### config.mk
export PLATFORM = sky130hd
export DESIGN_NAME = hdlverifier_capture_ctrl
export DESIGN_NICKNAME = d
export VERILOG_FILES = /design/src/rtl/hdlverifier_capture_pkg.sv /design/src/rtl/hdlverifier_dcram.sv /design/src/rtl/hdlverifier_capture_ctrl.sv
export SDC_FILE = /design/constraint.sdc
export NUM_CORES = 1
export LEC_CHECK = 0
export ABC_CLOCK_PERIOD_IN_PS = 3750
export CAP_MARGIN = 20
export CORE_MARGIN = 5
export CORE_UTILIZATION = 38
export DETAILED_ROUTE_END_ITERATION = 10
export PLACE_DENSITY = 0.53
export SLEW_MARGIN = 20
export SYNTH_ARGS = -nofsm -noshare
export SYNTH_HDL_FRONTEND = slang
export SYNTH_HIERARCHICAL = 1
export SYNTH_SLANG_ARGS = --single-unit
### constraint.sdc
create_clock -name i_clk -period 3.75 [get_ports i_clk]
set_clock_uncertainty 0.2 [all_clocks]
set_input_delay 0.5625 -clock i_clk [delete_from_list [all_inputs] [get_ports i_clk]]
set_output_delay 0.5625 -clock i_clk [all_outputs]
set_load 0.02 [all_outputs]
### src/rtl/hdlverifier_capture_pkg.sv
// hdlverifier_capture_pkg: state encoding and default geometry shared by the capture sequencer
package hdlverifier_capture_pkg;
    localparam int DATA_WIDTH_DEF = 8;
    localparam int ADDR_WIDTH_DEF = 5;
    localparam int DEPTH = 2 ** ADDR_WIDTH_DEF;
    typedef enum logic [2:0] {S_IDLE, S_PRE, S_ARMED, S_POST, S_READOUT} state_t;
endpackage

### src/rtl/hdlverifier_dcram.sv
// hdlverifier_dcram: simple dual-port sample RAM; registered read output holds while rd is low
module hdlverifier_dcram #(
    parameter int DATA_WIDTH = 8,
    parameter int ADDR_WIDTH = 5
) (
    input  logic                  i_wclk,
    input  logic                  i_wr,
    input  logic [ADDR_WIDTH-1:0] i_waddr,
    input  logic [DATA_WIDTH-1:0] i_wdata,
    input  logic                  i_rclk,
    input  logic                  i_rd,
    input  logic [ADDR_WIDTH-1:0] i_raddr,
    output logic [DATA_WIDTH-1:0] o_q
);
    logic [DATA_WIDTH-1:0] r_mem [2**ADDR_WIDTH];
    always_ff @(posedge i_wclk) begin
        if (i_wr) r_mem[i_waddr] <= i_wdata;
    end
    always_ff @(posedge i_rclk) begin
        if (i_rd) o_q <= r_mem[i_raddr];
    end
endmodule

### src/rtl/hdlverifier_capture_ctrl.sv
// hdlverifier_capture_ctrl: trigger/capture sequencer that fills a circular sample buffer
// around a trigger and streams the whole buffer out oldest-first on a valid/ready port
module hdlverifier_capture_ctrl
    import hdlverifier_capture_pkg::*;
#(
    parameter int DATA_WIDTH = DATA_WIDTH_DEF,
    parameter int ADDR_WIDTH = ADDR_WIDTH_DEF
) (
    input  logic                  i_clk,
    input  logic                  i_reset,
    input  logic                  i_arm,
    input  logic                  i_abort,
    input  logic [ADDR_WIDTH-1:0] i_cfg_pretrig,
    input  logic [DATA_WIDTH-1:0] i_din,
    input  logic                  i_din_valid,
    input  logic                  i_trig_in,
    output logic [DATA_WIDTH-1:0] o_dout,
    output logic                  o_dout_valid,
    input  logic                  i_dout_ready,
    output logic                  o_dout_last,
    output logic                  o_busy,
    output logic                  o_triggered,
    output logic                  o_done
);
    localparam logic [ADDR_WIDTH:0] L_DEPTH = {1'b1, {ADDR_WIDTH{1'b0}}};
    localparam logic [ADDR_WIDTH:0] L_ONE = {{ADDR_WIDTH{1'b0}}, 1'b1};
    state_t                r_state, w_state_nxt;
    logic [ADDR_WIDTH-1:0] r_wr_ptr, r_rd_ptr, r_pt, r_cnt, w_cnt_nxt;
    logic [ADDR_WIDTH:0]   r_post, r_rem, w_post_trig, w_post_nxt;
    logic                  r_dout_valid, r_dout_last, r_triggered, r_done;
    logic                  w_acc, w_trig, w_beat, w_ram_rd;
    logic [DATA_WIDTH-1:0] w_q;
    always_comb begin
        w_acc = i_din_valid && !i_abort && !i_reset &&
                (r_state == S_PRE || r_state == S_ARMED || r_state == S_POST);
        w_trig = w_acc && i_trig_in && r_state == S_ARMED;
        w_beat = r_dout_valid && i_dout_ready;
        w_ram_rd = r_state == S_READOUT && r_rem != '0 && (!r_dout_valid || i_dout_ready) &&
                   !i_abort && !i_reset;
        w_cnt_nxt = r_cnt + 1'b1;
        w_post_trig = L_DEPTH - {1'b0, r_pt} - 1'b1;
        w_post_nxt = r_post - 1'b1;
        w_state_nxt = r_state;
        case (r_state)
            S_IDLE:    if (i_arm) w_state_nxt = (i_cfg_pretrig != '0) ? S_PRE : S_ARMED;
            S_PRE:     if (w_acc && w_cnt_nxt == r_pt) w_state_nxt = S_ARMED;
            S_ARMED:   if (w_trig) w_state_nxt = (w_post_trig == '0) ? S_READOUT : S_POST;
            S_POST:    if (w_acc && w_post_nxt == '0) w_state_nxt = S_READOUT;
            S_READOUT: if (w_beat && r_dout_last) w_state_nxt = S_IDLE;
            default:   w_state_nxt = S_IDLE;
        endcase
        if (i_abort) w_state_nxt = S_IDLE;
    end
    always_ff @(posedge i_clk) begin
        if (i_reset) begin
            r_state      <= S_IDLE;
            r_wr_ptr     <= '0;
            r_rd_ptr     <= '0;
            r_pt         <= '0;
            r_cnt        <= '0;
            r_post       <= '0;
            r_rem        <= '0;
            r_dout_valid <= 1'b0;
            r_dout_last  <= 1'b0;
            r_triggered  <= 1'b0;
            r_done       <= 1'b0;
        end else begin
            r_state <= w_state_nxt;
            if (w_acc) r_wr_ptr <= r_wr_ptr + 1'b1;
            if (r_state == S_IDLE && i_arm) begin
                r_pt  <= i_cfg_pretrig;
                r_cnt <= '0;
            end
            if (r_state == S_PRE && w_acc) r_cnt <= w_cnt_nxt;
            // readout start is fixed at trigger time: the oldest retained sample is pt behind it
            if (w_trig) begin
                r_post   <= w_post_trig;
                r_rd_ptr <= r_wr_ptr - r_pt;
                r_rem    <= L_DEPTH;
            end
            if (r_state == S_POST && w_acc) r_post <= w_post_nxt;
            if (w_ram_rd) begin
                r_rd_ptr <= r_rd_ptr + 1'b1;
                r_rem    <= r_rem - 1'b1;
            end
            r_dout_valid <= !i_abort && (w_ram_rd || (r_dout_valid && !i_dout_ready));
            r_dout_last  <= !i_abort && (w_ram_rd ? r_rem == L_ONE : r_dout_last && !w_beat);
            r_triggered  <= w_state_nxt != S_IDLE && (r_triggered || w_trig);
            r_done       <= !i_abort && w_beat && r_dout_last;
        end
    end
    hdlverifier_dcram #(
        .DATA_WIDTH(DATA_WIDTH),
        .ADDR_WIDTH(ADDR_WIDTH)
    ) u_ram (
        .i_wclk (i_clk),
        .i_wr   (w_acc),
        .i_waddr(r_wr_ptr),
        .i_wdata(i_din),
        .i_rclk (i_clk),
        .i_rd   (w_ram_rd),
        .i_raddr(r_rd_ptr),
        .o_q    (w_q)
    );
    assign o_dout       = w_q;
    assign o_dout_valid = r_dout_valid;
    assign o_dout_last  = r_dout_last;
    assign o_busy       = r_state != S_IDLE;
    assign o_triggered  = r_triggered;
    assign o_done       = r_done;
endmodule
=== Word level (Yosys, flattened, before mapping) ===
Memory sizes are Yosys's and may differ from the RTL's. A register that Yosys moved wholly into a read port is not among the register bits.
Cells that the tools add are included.

* Reduce and logical (&&, ||, !) cells: 43
* Mux-type cells: 20
* $add $sub $neg: 8
* Eq/ne operators: 6

{| class="wikitable"
|+ Operators by type and width
! operator !! number
|-
| 2-to-1 mux 6 bit || 4
|-
| logical AND 1 bit || 23
|-
| 2-to-1 mux 3 bit || 7
|-
| 2-to-1 mux 5 bit || 4
|-
| subtractor 6 x 1 -> 6 bit, second input constant || 3
|-
| adder 5 x 1 -> 5 bit, second input constant || 3
|-
| case mux 3 bit (5 select lines) || 1
|-
| zero test 6 bit || 2
|-
| equality test 3 x 2 -> 1 bit, second input constant || 2
|-
| equality test 6 x 1 -> 1 bit, second input constant || 1
|-
| nonzero test 2 bit || 3
|-
| nonzero test 3 bit || 2
|-
| nonzero test 6 bit || 1
|-
| subtractor 6 x 5 -> 6 bit, first input constant || 1
|-
| equality test 5 bit || 1
|-
| zero test 1 bit || 5
|-
| logical OR 1 bit || 5
|-
| nonzero test 5 bit || 1
|-
| subtractor 5 bit || 1
|-
| equality test 3 x 1 -> 1 bit, second input constant || 1
|-
| equality test 3 bit, second input constant || 1
|-
| zero test 3 bit || 1
|-
| 2-to-1 mux 1 bit || 3
|-
| 2-to-1 mux 2 bit || 1
|}

* Input port bits: 20
* Output and inout port bits: 13
* Memories: 1
* Register bits: 39
* Memory bits (writable): 256
* Logic and storage cells: 89

{| class="wikitable"
|+ Memory list
! name !! depth !! width !! read ports !! clocked after Yosys merged registers in !! wr ports !! RTL line !! text
|-
| u_ram.r_mem || 32 || 8 || 1 || 1 || 1 || hdlverifier_dcram.sv:15 || <nowiki>logic [DATA_WIDTH-1:0] r_mem [2**ADDR_WIDTH];</nowiki>
|}

=== Depth between registers and ports, before layout ===
* Word-level depth: 11
* Gate-level depth with buffers: 8
* Mapped depth without buffers: 8

=== Hierarchy ===
Netlist, hierarchy kept.

{| class="wikitable"
|+ Modules (own cells, without submodules)
! module !! cells each !! area an instance (um^2) !! sequential area each (um^2) !! instances
|-
| hdlverifier_dcram || 417 || 10133.5 || 7927.6 || 1
|-
| hdlverifier_capture_ctrl || 282 || 2270.9 || 780.7 || 1
|}

=== Least setup slack after synthesis ===
OpenSTA, ideal clock, no wires.

* Path type: input -> register
* From: in i_reset
* To: mem u_ram.r_mem[0][0] (enable)
* Required time: 3180 ps
* Data arrival time: 2420 ps
* Slack: 760 ps
* Stages on the path: 7
* Buffers on the path: 3
* Library setup time: 370 ps
* Cells stage by stage: buf_6 nor3b_4 and2_1 clkbuf_1 or3b_2 clkbuf_1 nor2_1

* Cells in the longest elaborated chain, start to end: 5

{| class="wikitable"
|+ RTL lines
! item !! RTL line !! text
|-
| start, declared || hdlverifier_capture_ctrl.sv:10 || <nowiki>input logic i_reset,</nowiki>
|-
| zero test 1 bit || hdlverifier_capture_ctrl.sv:34 || <nowiki>w_acc = i_din_valid && !i_abort && !i_reset &&</nowiki>
|-
| logical AND 1 bit (2 in series) || hdlverifier_capture_ctrl.sv:34 ||
|-
| named net w_acc || hdlverifier_capture_ctrl.sv:31 || <nowiki>logic w_acc, w_trig, w_beat, w_ram_rd;</nowiki>
|-
| 2-to-1 mux 1 bit || hdlverifier_dcram.sv:17 || <nowiki>if (i_wr) r_mem[i_waddr] <= i_wdata;</nowiki>
|-
| 2-to-1 mux 1 bit (not written as such) || hdlverifier_dcram.sv:17 ||
|-
| end, declared || hdlverifier_dcram.sv:15 ||
|}

The timed path passes the listed nets, and every way through them passes these cells.

=== Worst setup path after layout ===
* From: reg r_state[2]
* To: out o_busy

* Cells in the longest elaborated chain, start to end: 1

{| class="wikitable"
|+ RTL lines
! item !! RTL line !! text
|-
| start, declared || hdlverifier_capture_ctrl.sv:27 || <nowiki>state_t r_state, w_state_nxt;</nowiki>
|-
| start signal, assigned || hdlverifier_capture_ctrl.sv:68 || <nowiki>r_state <= w_state_nxt;</nowiki>
|-
| nonzero test 3 bit || hdlverifier_capture_ctrl.sv:108 || <nowiki>assign o_busy = r_state != S_IDLE;</nowiki>
|-
| end, declared || hdlverifier_capture_ctrl.sv:21 || <nowiki>output logic o_busy,</nowiki>
|}

Every way passes these cells.

==> impl_results.md <==
- HPWL Detailed: 18010 um
- # clock sinks: 303
- Crit path kind: reg -> out
- Commonest non-fill, non-tap cell in the layout: edfxtp_1
- Final WL: 27600 um
- Fin crit share: 0.7475
- Min Clock Period, post-route: 2.803 ns
- Sequential Power Share: 0.542
- First-pass DRT Iterations: 5
- DRC: 0
- Hold Vio Cnt, Final: 0
- Chip width: 190.7 um
- Critical path arrival: 2.04 ns
- Final Non-Filler Cells: 1249
- Int Pwr: 0.005428 W
- CTS Hold Bufs: 0
- Commonest non-fill, non-tap cells in the layout: edfxtp_1 (264), mux4_2 (80), nor2_1 (67)
- Cells after DPL: 1194
- Crit-path max FO: 8
- Post-synthesis register bit count: 303
- VDD IR max: 328.7 uV
- # fillers: 2822
- Core Util, Final: 0.4483
- Post-cts resize count: 0
- Share of flip-flops with an asynchronous set or reset: 0
- Synth Net Count: 732
- Max-Cap Viols: 0
- Via count: 6564
- First-pass GRT wire length: 41790 um
- Iter 0 DRT Violations: 587
- Synthesis warning total: 6
- CTS clock-pin slew for the worst setup and hold paths: 0.06 ns
- Clock tree buffer depth: 3
- Antenna violations before repair: 0
- Hold Path Class: reg -> reg
- Slew @ Worst Pin: 1.006 ns
- Layout cells sized above 1: 0.2392
- Max frequency: 0.3567 GHz
- Register area share after synthesis: 0.7020
- Number of port buffers: 32
- Synth Area per Inst: 17.75 um2
- Net switching power of the design: 0.001346 W
- CP Capture Type: output pin
- Comb pwr share: 0.020
- CTS tree: yes
- ANT nets after route: 0
- Num CTS Buffers: 31
- Setup total negative slack: 0 ns
- Clock root cell: clkbuf_16
- Sw frac: 0.1987
- Slew HR: 0.3281
- Largest net degree at the start of global routing: 37
- Area occupied by multi-input gates: 3498 um2
- Placer Congestion: 0.7890
- Overall routing resource usage: 0.1523
- Mapped Cells: 699
- Post-synth EDFFs: 264
- Core Area: 32370 um2
- Antenna cells: 0
- Slew Limit Fails: 0
- RSZ-0062 raised after global routing: no
- Total die area: 36360 um2
- GRT overflow: 0
- Leakage power: 4.545 nW
- Fin nets: 818
- Die Y: 190.7 um
- Post-Syn Area: 12400 um2
- Required time of the critical path: 2.99 ns
- Worst-skew pair later-pin latency: 0.56 ns
- Initial core utilization: 0.3832
- Vias in the first global route: 6742
- IO Count: 33
- Outcome: completed
- Cell row count: 66
- Setup bufs post-CTS: 0
- Dominant synthesized flop cell: edfxtp_1
- Tot Pwr: 0.006775 W
- PwrDens: 466.8 nW/um2
- Critical Path Start Type: flip-flop
- Layout area overhead: 16.99%
- Register area: 8713 um2
- Htree depth: 1
- Synth cell types: 58
- Share of total power in the clock network: 0.438
- Final setup viols: 0
- Vias/cell: 5.255
- Wirelength per Cell: 22.10 um
==> cells in the mapped netlist, types with 3 or more instances <==
library cell,count,share of area
edfxtp_1,264,0.64
mux4_2,80,0.15
nor2_1,67,0.020
dfxtp_1,39,0.063
a21oi_1,31,0.013
nand2_1,22,0.0067
clkbuf_1,13,0.0039
inv_1,13,0.0039
ha_1,12,0.012
o21ai_0,12,0.0048
nand3_1,11,0.0044
mux2_2,9,0.0082
nand3b_1,8,0.0048
xnor2_1,7,0.0049
xor2_1,7,0.0049
a31oi_1,6,0.0030
buf_1,6,0.0018
buf_4,6,0.0036
nand2b_1,6,0.0030
nor3_1,6,0.0024
or3_1,6,0.0030
and2_1,5,0.0025
nand4_1,5,0.0025
o22ai_1,4,0.0020
or3b_2,4,0.0028
and3_1,3,0.0015
nor2b_1,3,0.0015
nor3b_1,3,0.0018
==> worst max-delay path, stage by stage (launching register included) <==
cell	delay (ns)
dfxtp_1	0.37
nor3_1	0.48
inv_1	0.08
clkdlybuf4s50_1	0.55
==> kinds of logic (layout without fill, tap and decap cells) <==
| kind of cell | after synthesis | count (layout) | synth area share |
|---|---|---|---|
| muxes | 90 | 90 | 0.1542 |
| xor gates and xnor gates | 14 | 14 | 0.009885 |
| DFF | 303 | 303 | 0.7020 |
| AOI/OAI and AO/OA | 73 | 73 | 0.03601 |
| and+or+nand+nor | 164 | 164 | 0.06819 |
| buffers and inverters | 42 | 150 | 0.01594 |
| adders and majority gates | 13 | 13 | 0.01372 |
==> sequential cells by signal, indices dropped and copies added (netlist names) <==
name and cells:
o_done 1, r_rem 6, u_ram/r_mem 256, u_ram/o_q 8, r_pt 5, o_dout_last 1
r_wr_ptr 5, r_post 6, o_dout_valid 1, o_triggered 1, r_rd_ptr 5, r_cnt 5
r_state 3
==> final cells by class <==
type	count	area share
Clock buffer	36	0.05475
Clock inverter	19	0.01259
Inverter	13	0.003363
Multi-Input combinational cell	354	0.2411
Sequential cell	303	0.6004
Tap cell	442	0.03811
Timing Repair Buffer	82	0.04966
==> routing by layer <==
| metal | GRT usage | wire, um |
|---|---|---|
| met1 | 0.2141 | 12190 |
| met2 | 0.2512 | 13430 |
| met4 | 0.03453 | 574 |
| met3 | 0.02600 | 1402 |
| met5 | 0 | 0 |
==> through the flow <==
step	cell area [um2]	hold slack [ns]	setup WS, ns
after detailed placement	13530	0.2941	0.4085
after global placement	13530	0.2712	0.4838
after CTS	14510	0.3030	0.9159
after floorplan	12400	0.2481	0.7596
after global routing	14510	0.3339	0.8084
final	14510	0.3026	0.9468
==> path summary, 6_finish.rpt <==
| path | from | to | slack [ns] | cells past startpoint |
|---|---|---|---|---|
| worst max register to register | r_state[2]$_SDFF_PP0_ | r_rd_ptr[3]$_SDFFE_PP0P_ | 0.95 | 7 |
| worst max-delay path | r_state[2]$_SDFF_PP0_ | o_busy | 0.95 | 3 |
| worst min register to register | o_dout_last$_SDFF_PP0_ | o_dout_last$_SDFF_PP0_ | 0.30 | 2 |
| worst min-delay path | o_dout_last$_SDFF_PP0_ | o_dout_last$_SDFF_PP0_ | 0.30 | 2 |
==> power by group through the flow <==
stage / clock, W / sequential, W / combinational, W
3_5_place_dp: 0 / 0.00374 / 0.000136
4_1_cts: 0.00305 / 0.00367 / 0.000136
3_3_place_gp: 0 / 0.00374 / 0.000130
5_1_grt: 0.00319 / 0.00367 / 0.000146
2_1_floorplan: 0 / 0.00374 / 0.0000440
6_report: 0.00297 / 0.00367 / 0.000133
(Power assumes the default switching activity.)
